--- src/rtl/uart_rx_fifo.sv ---
// Show-ahead receive FIFO behind the UART receiver, presenting the head byte as a polled 16-bit word.
// Optional status fields in the output word are enabled by defining UART_RX_FIFO_STATUS_EN.
module uart_rx_fifo #(
  parameter int DEPTH  = 16,
  parameter int ADDR_W = 4
) (
  input  logic        clk,
  input  logic        reset,
  input  logic [15:0] rx_word,
  input  logic        load,
  output logic [15:0] out,
  output logic        full,
  output logic        overflow
);

  localparam logic [ADDR_W:0] FULL_COUNT = (ADDR_W + 1)'(DEPTH);

  logic [7:0]        mem [DEPTH];
  logic [ADDR_W-1:0] rd_ptr;
  logic [ADDR_W-1:0] wr_ptr;
  logic [ADDR_W:0]   count;
  logic              rx_prev;

  logic push_req;
  logic pop_req;
  logic push_ok;
  logic drop;

  // A receiver valid lasting several cycles must be stored once, so only its leading edge pushes.
  assign push_req = !rx_word[15] && rx_prev;
  assign pop_req  = load && (count != '0);
  assign full     = (count == FULL_COUNT);
  assign push_ok  = push_req && (!full || pop_req);
  assign drop     = push_req && full && !pop_req;

  always_ff @(posedge clk) begin
    if (reset) begin
      rd_ptr   <= '0;
      wr_ptr   <= '0;
      count    <= '0;
      overflow <= 1'b0;
      rx_prev  <= 1'b1;
    end else begin
      // NOTE: non-blocking assignments keep every register update based on pre-edge values.
      rx_prev <= rx_word[15];
      if (push_ok) wr_ptr <= wr_ptr + 1'b1;
      if (pop_req) rd_ptr <= rd_ptr + 1'b1;
      if (push_ok && !pop_req)      count <= count + 1'b1;
      else if (pop_req && !push_ok) count <= count - 1'b1;
      if (drop) overflow <= 1'b1;
    end
  end

  // NOTE: storage is deliberately not reset; an entry is only read after it has been written.
  always_ff @(posedge clk) begin
    if (!reset && push_ok) mem[wr_ptr] <= rx_word[7:0];
  end

`ifdef UART_RX_FIFO_STATUS_EN
  logic [5:0] count_sat;

  if (ADDR_W + 1 <= 6) begin : g_sat_narrow
    assign count_sat = 6'(count);
  end else begin : g_sat_wide
    assign count_sat = (|count[ADDR_W:6]) ? 6'd63 : count[5:0];
  end

  always_comb begin
    out = 16'h8000;
    if (count != '0) out = {2'b00, count_sat, mem[rd_ptr]};
    out[14] = overflow;
  end
`else
  always_comb begin
    out = 16'h8000;
    if (count != '0) out = {8'h00, mem[rd_ptr]};
  end
`endif

endmodule

--- config.mk ---
export PLATFORM = sky130hd
export DESIGN_NAME = uart_rx_fifo
export DESIGN_NICKNAME = d
export VERILOG_FILES = /design/src/rtl/uart_rx_fifo.sv
export SDC_FILE = /design/constraint.sdc
export NUM_CORES = 1
export LEC_CHECK = 0
export BUFFER_PORTS_ARGS = -buffer_cell sky130_fd_sc_hd__buf_2
export CORE_ASPECT_RATIO = 0.8
export CORE_MARGIN = 10
export CORE_UTILIZATION = 60
export DETAILED_ROUTE_END_ITERATION = 8
export PLACE_DENSITY = 0.91
export SLEW_MARGIN = 20
export SYNTH_ARGS = -nofsm -noshare
export SYNTH_HDL_FRONTEND = slang
export SYNTH_SLANG_ARGS = --single-unit
--- constraint.sdc ---
create_clock -name clk -period 9 [get_ports clk]
set_clock_uncertainty 0.15 [all_clocks]
set_input_delay 0.9 -clock clk [delete_from_list [all_inputs] [get_ports clk]]
set_output_delay 0.9 -clock clk [all_outputs]
set_load 0.02 [all_outputs]
Yosys cells after proc, flatten, opt, wreduce, memory -nomap -nowiden

Memories as Yosys holds them, arrays and structs flattened. A register that Yosys moved wholly into a read port is not among the register bits.
Cells that the tools add are included.

Memory bits (writable): 128
Memories kept: 1
Word-level logic and storage cells: 34
Bits in registers: 15
Output and inout bits: 18

$add $sub $neg: 4
Reductions and logical operators: 16
Equality and inequality tests: 1
Muxes and demuxes: 7

Memories:

| memory | depth | bits a word | rd ports | clocked after Yosys merged registers in | wr ports | RTL line | RTL |
|---|---|---|---|---|---|---|---|
| mem    | 16    | 8           | 1        | 1                                       | 1        | 18       | `logic [7:0] mem [DEPTH];` |

Operator list:

| cell                | count |
|---|---|
| $mux 16             | 1 |
| $mux 5              | 2 |
| $add 4x1->4 const B | 2 |
| $logic_and 1x1->1   | 8 |
| $mux 4              | 2 |
| $add 5x1->5 const B | 1 |
| $eq 5x5->1 const B  | 1 |
| $logic_not 1->1     | 5 |
| $reduce_bool 5->1   | 1 |
| $sub 5x1->5 const B | 1 |
| $mux 1              | 2 |
| $reduce_bool 2->1   | 1 |
| $logic_or 1x1->1    | 1 |

Logic depth before layout (Yosys ltp)

Gate-level depths: netlist of the first run.

Word-level depth: 8
Mapped depth: 12

Worst setup path before layout of the first run

Ideal clock, no wire load.

Path type: register -> register
From: register count[0]
To: register count[4]
Setup slack: 5.835 ns
Library setup time: 0.121 ns
Stages on the path, launching flop included: 12
Clock period less this slack: 3.165 ns
Arrival time: 2.894 ns
Path through: dfxtp_1 or4_1 buf_2 o31ai_4 buf_2 inv_1 ha_1 fa_1 nand2b_1 a21oi_1 mux2i_1 mux2_2

Longest elaborated chain between the ends: 7
Elaborated cells on any way between the ends: 15
Those cells by class: 2 x add/sub; 1 x eq/ne; 2 x mux; 10 x reduce/logical

RTL lines:

| element                                                             | RTL line | RTL |
|---|---|---|
| start: declaration                                                  | 21       | `logic [ADDR_W:0] count;` |
| start signal: assignment                                            | 48       | `if (push_ok && !pop_req) count <= count + 1'b1;` |
| start signal: assignment                                            | 49       | `else if (pop_req && !push_ok) count <= count - 1'b1;` |
| parallel branches: the longest is 7 deep, another holds $sub 5x1->5 | -        |  |

Parallel ways; which one is timed is not known. The select of a mux whose other input is x is not followed.
A chain may end at the register's enable or synchronous reset.

==> out/qor.yml, run 1 <==
fin_setup_tns_ns: 0
worst_ep_required_time_ns: 7.95
grt_pass1_vias: 3296
grt-ovfl-total: 0
power_density_nw_per_um2: 282
avgSynthCellArea_um2: 17.6
drt_first_iter_violations: 337
cp.arrival_ns: 2.92
rr_worst_depth: 9
clock_path_buffers: 2
layout_min_cycle_time_ns: 3.97
yosys.area_share.simple: 0.0579
antenna_left: 0
final-setup-viol-count: 0
synth_edf_count: 128
leakagePower_nw: 2.29
reg2reg_from: "count[0]"
synth.distinct_cells: 36
yosys-top-cells-count: "edfxtp_1, mux4_2, nor2_1"
drt_drc_violations_left: 0
yosysMostFrequentCell: "edfxtp_1"
dp_cells: 495
synth_top_family_by_area: "multiplexers"
ys.warnings.count: 0
grt_pass1_wl_um: 18500
io_pins: 37
track_usage: 0.172
path_class: "flop to output port"
cts_resized: 0
fin_nets: 407
synth-xor-area-share: 0.00875
area_growth_pct: 15.0
syn_inst: 341
cp_slowest_cell: "dfxtp_2"
yosys.area.top_type_share: 0.640
crit_buf_inv: 1
vias_per_cell: 5.92
worstPathCellList: "mux4_2 > nor2b_1 > a211oi_1 > a211oi_1 > buf_2"
gp_congestion: 0.788
core_area_um2: 9690
start_util: 0.620
total_power_mw: 1.95
slew_headroom: 0.321
portBuffers: 22
hold_ws_ns: 0.369
min_from: "overflow"
r2r_setup_slack_ns: 5.35
status: "complete, no violations"
fin_ws_ns: 5.03
cp-start-kind: "flop"
hold_buffers: 0
path_max_fanout: 32
worst-path-stages: 5
report.final.slew_viol_count: 0
final_area_um2: 6910
placed_cell_area_um2: 6290
clock_latency_ns: 0.42
cts_tree: "yes"
antenna_found_initial: 0
hpwl_um: 7150
path_clk_slew_ns: 0.06
vias: 3121
post_cts.repair.setup_buffers: 0
rsz0062_at_grt: "no"
vdd_ir_drop_max_mv: 0.177
tightest_slew_ns: 1.02
ys.flop_type: "edfxtp_1"
synth_mux_area_frac: 0.142
cp-end-kind: "output port"
critical-path-top-delay-family: "flip-flops"
fp-row-count: 32
grt_max_degree: 33
synth-compound-area-share: 0.0346
netlist_area_um2: 6010
finalHoldViolCount: 0
synth_area_leader_cell: "edfxtp_1"
dieArea_um2: 14400
path_common_cell: "a211oi_1"
max_freq_ghz: 0.252
die_h_um: 109
maxCapViolCount: 0
drtPass1Iterations: 4
instances_no_fill: 527
diodes: 0
r2r_end: "count[4]"
cts_buffers: 17
post_drt_wl_per_cell_um: 22.4
worst_hold_path.num_cells: 2
post-route-util: 0.713
whs_endpoint: "overflow"
dp_worst_setup_slack_ns: 5.33
fillers: 605
hp-class: "flop to flop"
synth_area_leaders: "edfxtp_1, mux4_2, dfxtp_1"
cts.sinks: 147
synth-seq-cells: 147
finalWirelength_um: 11800
synth_fa_ha_area_frac: 0.0221
die_width_um: 132
fin_crit_sh: 0.441
crit_path_max_incr_delay_ns: 1.00
drive_gt1_frac: 0.271
async_flop_share: 0
cts_root_buffer: "clkbuf_16"
cts-htree-levels: 4
synth-seq-area-share: 0.703
[routing by layer]
metal  global-route usage  part of all wire  up-vias
met5                    0                 0        -
met4               0.0777             0.022        0
met2                0.287              0.49      133
met3               0.0661             0.082       22
met1                0.197              0.40     1574
li1                     -                 -     1392
[worst max-delay path by stage]
| stage | end | slack [ns] | start |
|---|---|---|---|
| final | out[2] | 5.03 | flop |
| after global routing | out[2] | 4.94 | flop |
| after CTS | out[2] | 5.01 | flop |
| after detailed placement | count[4] | 5.33 | load |
| after global placement | count[4] | 5.38 | load |
| after floorplan | count[4] | 5.84 | count[0] |
[cell families (layout without fill, tap and decap cells)]
group           Yosys count  after routing
xor+xnor                  6              6
flops                   147            147
fa+ha+maj                10             10
buf+inv                  36             80
other cells               1              7
mux                      45             45
simple gates             68             68
compound gates           28             28
[worst min-delay path, cell delays in order (launching register included)]
cell,delay [ns]
dfxtp_1,0.33
a21oi_1,0.04
nor2_1,0.10
[registers in the layout, summed over array words and instances, names as in the netlist, named ones only]
| name | count |
|---|---|
| overflow | 1 |
| count | 5 |
| rx_prev | 1 |
| wr_ptr | 4 |
| rd_ptr | 4 |
| mem | 128 |
[power by group]
part,internal [mW],switching [mW],total (mW)
Sequential,0.764,0.0369,0.801
Clock,0.463,0.266,0.729
Combinational,0.180,0.235,0.415
Total,1.41,0.538,1.95
[cell usage in the layout (no fill, tap or decap), types with 5 or more instances in the layout]
cell	count
edfxtp_1	128
mux4_2	32
nor2_1	24
buf_2	22
dfxtp_1	18
buf_4	18
clkbuf_16	17
a211oi_1	16
nor3_1	13
mux2i_1	11
nor2b_1	10
ha_1	9
inv_1	8
nand2b_1	7
conb_1	7
a21oi_1	6
nor4_1	5
xor2_1	5
[area by class of cell]
type                       instances  area (um^2)  share of cell area
multi-input combinational        164         1620               0.235
clock buffer                      19          433              0.0627
sequential                       147         4230               0.612
inverter                           8         30.0             0.00435
clock inverter                    13          183              0.0264
tap                              136          170              0.0246
timing repair buffer              40          245              0.0355
Power figures use the tool's default switching activity.
==> run 2, diff against run 1 <==
clock period = 3.9 ns   (was 9 ns; I/O delays follow)
==> run 2 against run 1 <==
Global-route usage increased by 0.54 points. Register-to-register slack got worse by 4.6 ns. Sequential share of layout area about the same. Hold slack got worse by 0.34 ns. Clock-buffer cell count decreased by 1. Die area unchanged. Highest routed layer unchanged. Combinational power increased by 140%. Core utilization about the same. Routed wire length increased by 2.1%.
==> out/qor.yml, run 2 (synthesis gave the netlist of run 1 again) <==
status: "complete, no violations"
drt_drc_violations_left: 0
layout_min_cycle_time_ns: 3.16
hpwl_um: 7340
seq_area_um2: 4230
drtPass1Iterations: 4
cp.arrival_ns: 2.62
multi_input_comb_area_um2: 1620
cts_buffers: 17
crit_path_max_incr_delay_ns: 0.78
path_clk_slew_ns: 0.06
finalHoldViolCount: 0
clock_path_buffers: 2
cp-start-kind: "flop"
grt_max_degree: 33
die_width_um: 132
drive_gt1_frac: 0.275
clock_latency_ns: 0.41
cp_slowest_cell: "nor2_1"
gp_congestion: 0.745
vdd_ir_drop_max_mv: 0.472
start_util: 0.620
final_common_cell: "edfxtp_1"
report.final.slew_viol_count: 0
diodes: 0
cts-htree-levels: 4
finalWirelength_um: 12100
tightest_slew_ns: 0.946
mostFrequentLayoutCells: "edfxtp_1, mux4_2, nor2_1"
io_pins: 37
largestRegisters: "mem (128), count (5)"
hold_buffers: 0
post_cts.repair.setup_buffers: 0
placed_cell_area_um2: 6310
cts_resized: 0
area_growth_pct: 15.0
fillers: 615
worst_ep_required_time_ns: 3.36
core_area_um2: 9690
grt_pass1_wl_um: 19100
vias: 3137
drt_first_iter_violations: 379
grt-ovfl-total: 0
fin_setup_tns_ns: 0
portBuffers: 22
vias_per_cell: 5.93
cts_tree: "yes"
largest_reg_flops: 128
final_area_um2: 6910
fin_crit_sh: 0.810
antenna_found_initial: 0
regMostFlops: "mem"
path_max_fanout: 9
cts_root_buffer: "clkbuf_16"
die_h_um: 109
worstPathCellList: "or4_1 > nor2_1 > a211oi_1 > buf_2"
slew_headroom: 0.367
maxCapViolCount: 0
post_drt_wl_per_cell_um: 22.8
final-setup-viol-count: 0
hp-class: "input pin to flop"
leakagePower_nw: 2.31
max_freq_ghz: 0.317
track_usage: 0.178
fin_nets: 410
cts.sinks: 147
dieArea_um2: 14400
power_density_nw_per_um2: 646
post-route-util: 0.713
path_class: "flop to output port"
rsz0062_at_grt: "no"
fp-row-count: 32
antenna_left: 0
grt_pass1_vias: 3392
cp-end-kind: "output port"
[run 2: cell types whose count changed in the layout (fill, tap and decap cells not counted)]
cell and delta:
clkbuf_1 -1, clkinv_1 +1, clkinv_2 +4, clkinv_4 -3, buf_4 +3, clkinvlp_4 -2
[run 2: path summary, 6_finish.rpt]
path	start	slack (ns)	depth (start not counted)	to
max	count[0]	0.74	4	out[3]
min	rx_word[15]	0.03	2	rx_prev
max reg2reg	count[0]	0.80	9	count[4]
min reg2reg	overflow	0.32	2	overflow
[run 2: layout make-up]
class | instances | share of cell area
flip-flops and latches | 147 | 0.612
multi-input cells | 164 | 0.235
clock buffers | 18 | 0.0621
repair buffers | 43 | 0.0388
well taps | 136 | 0.0246
clock inverters | 13 | 0.0239
inverters | 8 | 0.00435
[run 2: where the power goes]
group          internal (mW)  total (mW)  switching [mW]
clock                   1.05        1.64           0.585
sequential              1.76        1.83          0.0666
combinational          0.423       0.990           0.567
[run 2: worst max-delay path, delay by kind of cell (launching register included)]
family / cells / cell delay [ns]
compound gates: 1 / 0.16
buf+inv: 1 / 0.22
flops: 1 / 0.34
simple gates: 2 / 1.48
[run 2: stage by stage]
stage	setup WS (ns)	power (mW)	cells	hold WS (ns)
floorplan	0.735	2.60	347	0.330
global placement	0.855	2.80	498	0.301
detailed placement	0.794	2.85	498	0.313
CTS	0.709	4.50	529	0.0197
global route	0.564	4.64	529	0.0273
finish	0.741	4.46	529	0.0324
[run 2: metal layers]
layer | global-route usage | up-vias | share of wire
met5 | 0 | - | 0
met4 | 0.0674 | 0 | 0.012
met3 | 0.0556 | 14 | 0.076
met2 | 0.308 | 129 | 0.53
met1 | 0.207 | 1589 | 0.38
li1 | - | 1405 | -
==> run 3, diff against run 2 <==
ABC_AREA = 1   (was unset)
CORE_UTILIZATION = 54   (was 60)
PLACE_DENSITY = 0.87   (was 0.91)
clock period = 2.58 ns   (was 3.9 ns; I/O delays follow)
==> run 3 against run 2 <==
Critical path depth grew 5. Critical path type unchanged. Worst setup slack lost 0.63 ns. Flip-flop and latch count is the same. Routed wire length grew 28%. Clock power grew 41%. Hold slack lost 0.0076 ns. Non-clock buffer count grew 6. Global-route usage grew 0.91 points. Largest cell class unchanged. Sequential power grew 51%.
==> out/qor.yml, run 3 <==
worstPathCellList: "inv_6 > buf_12 > nand2_1 > nand3_1 > nand3_1 > nand2_1 > nand2_1 > a21oi_1 > buf_2"
drive_gt1_frac: 0.144
finalHoldViolCount: 0
seq_area_um2: 4230
final_area_um2: 7190
yosys.area.top_type_share: 0.613
layout_min_cycle_time_ns: 2.47
cts.sinks: 147
die_width_um: 140
cp-start-kind: "flop"
placed_cell_area_um2: 6510
final_common_cell: "nand2_1"
grt_pass1_wl_um: 23500
core_area_um2: 11400
antenna_left: 0
drt_first_iter_violations: 730
cts_root_buffer: "clkbuf_16"
switching_share: 0.343
regMostFlops: "mem"
max_freq_ghz: 0.404
track_usage: 0.187
p_seq_frac: 0.389
fin_setup_tns_ns: 0
power_frac_clock: 0.326
power_density_nw_per_um2: 988
netlist_area_um2: 6270
cp-end-kind: "output port"
finalWirelength_um: 15400
post_drt_wl_per_cell_um: 19.9
rr_worst_depth: 13
largestRegisters: "mem (128), count (5)"
p_sw_mw: 2.44
report.final.slew_viol_count: 0
worst_hold_path.num_cells: 2
fillers: 770
mostFrequentLayoutCells: "nand2_1, edfxtp_1, nand3_1"
io_pins: 37
maxCapViolCount: 0
ys.flop_type: "edfxtp_1"
grt_pass1_vias: 4446
dp_worst_setup_slack_ns: 0.185
die_h_um: 116
critical-path-top-delay-family: "buffers and inverters"
synth_area_leader_cell: "edfxtp_1"
worst_ep_required_time_ns: 2.17
start_util: 0.548
cts_buffers: 17
area_growth_pct: 14.8
grt-ovfl-total: 0
vias: 4515
status: "complete, no violations"
intPower_mw: 4.67
synth_edf_count: 128
rsz0062_at_grt: "no"
drtPass1Iterations: 7
cts-htree-levels: 4
fin_nets: 643
crit_buf_inv: 3
vias_per_cell: 5.83
power_frac_comb: 0.285
cp_slowest_cell: "dfxtp_2"
hp-class: "input pin to flop"
worst-path-stages: 9
path_clk_slew_ns: 0.06
hpwl_um: 8860
grt_max_degree: 65
vdd_ir_drop_max_mv: 0.591
fp-row-count: 35
multi_input_comb_area_um2: 1720
fin_crit_sh: 0.959
cp.arrival_ns: 2.07
path_common_cell: "nand2_1"
antenna_found_initial: 0
synth.distinct_cells: 25
drt_drc_violations_left: 0
synth-seq-cells: 147
yosysMostFrequentCell: "nand2_1"
dieArea_um2: 16300
path_class: "flop to output port"
diodes: 0
syn_inst: 571
path_max_fanout: 31
portBuffers: 22
gp_congestion: 0.834
crit_path_max_incr_delay_ns: 0.38
async_flop_share: 0
fin_ws_ns: 0.107
hold_ws_ns: 0.0247
largest_reg_flops: 128
final-setup-viol-count: 0
cts_tree: "yes"
yosys-top-cells-count: "nand2_1, edfxtp_1, nand3_1"
clock_latency_ns: 0.42
synth-seq-area-share: 0.674
synth_area_leaders: "edfxtp_1, nand2_1, nand3_1"
avgSynthCellArea_um2: 11.0
leakagePower_nw: 2.77
clock_path_buffers: 2
ys.warnings.count: 0
[run 3: changes by cell type in the layout (fill, tap and decap cells not counted), moves of 11 or more]
| cell | change |
|---|---|
| inv_1 | +15 |
| a21oi_1 | +13 |
| mux2i_1 | -11 |
| nand2_1 | +184 |
| mux4_2 | -32 |
| nor3_1 | -13 |
| a211oi_1 | -16 |
| nand3_1 | +99 |
[run 3: metal layers]
layer  global-route usage  wire, um  vias to the layer above
li1                     -         -                     2026
met5                    0         0                        -
met4               0.0680       430                        0
met2                0.312      7420                      308
met3               0.0520      1720                       42
met1                0.228      5870                     2139
[run 3: area by class of cell]
class                   instances  share of cell area
well taps                     148              0.0258
repair buffers                 49              0.0541
multi-input cells             372               0.239
clock buffers                  17              0.0592
repair inverters                1             0.00104
clock inverters                14              0.0181
inverters                      26              0.0148
flip-flops and latches        147               0.588
[run 3: cell families (layout without fill, tap and decap cells)]
logic type / Yosys count / in the layout / synth area share
AND/OR/NAND/NOR: 318 / 318 / 0.212
flip-flops: 147 / 147 / 0.674
buffers and inverters: 58 / 107 / 0.0577
AO/OA/AOI/OAI: 30 / 30 / 0.0242
adder cells (fa/ha/maj): 10 / 10 / 0.0212
XOR/XNOR: 7 / 7 / 0.00978
other: 1 / 7 / 0.000598
[run 3: path summary, 6_finish.rpt]
check / start / endpoint / slack (ns)
setup / recovery: flop / out[1] / 0.11
hold / removal: reset / count[4] / 0.02
setup reg to reg: count[0] / count[3] / 0.22
hold reg to reg: overflow / overflow / 0.32
[run 3: power groups by stage]
stage | clock network, mW | logic [mW] | registers [mW]
after floorplan | 0 | 1.37 | 2.76
after global placement | 0 | 1.70 | 2.78
after detailed placement | 0 | 1.80 | 2.79
after CTS | 2.31 | 1.88 | 2.75
after global routing | 2.43 | 2.21 | 2.77
final | 2.32 | 2.03 | 2.76
[run 3: repair_timing]
| item | in CTS | in global routing |
|---|---|---|
| setup buffers | 2 | 1 |
| cloned | 1 | 1 |
| hold buffers | 1 | 0 |
| setup endpoints to repair | 8 | 10 |
| resized for setup | 2 | 11 |
| pin swaps | 0 | 0 |
| endpoints found under the hold margin | 1 | 0 |
[run 3: worst reg2reg max path: stages (launching register included)]
cell,delay [ns]
dfxtp_1,0.35
nor2_1,0.17
nand2_1,0.09
inv_1,0.06
nand2_1,0.07
nand2_2,0.16
ha_4,0.19
inv_1,0.08
ha_1,0.34
a21oi_1,0.16
nand2_1,0.08
xor2_1,0.15
o21ai_0,0.16
inv_1,0.05
[run 3: per-stage QoR]
| step | cells | utilization | power (mW) |
|---|---|---|---|
| 6_report | 774 | 0.629 | 7.11 |
| 5_1_grt | 774 | 0.629 | 7.42 |
| 4_1_cts | 772 | 0.623 | 6.94 |
| 3_5_place_dp | 737 | 0.570 | 4.59 |
| 3_3_place_gp | 737 | 0.570 | 4.49 |
| 2_1_floorplan | 577 | - | 4.14 |
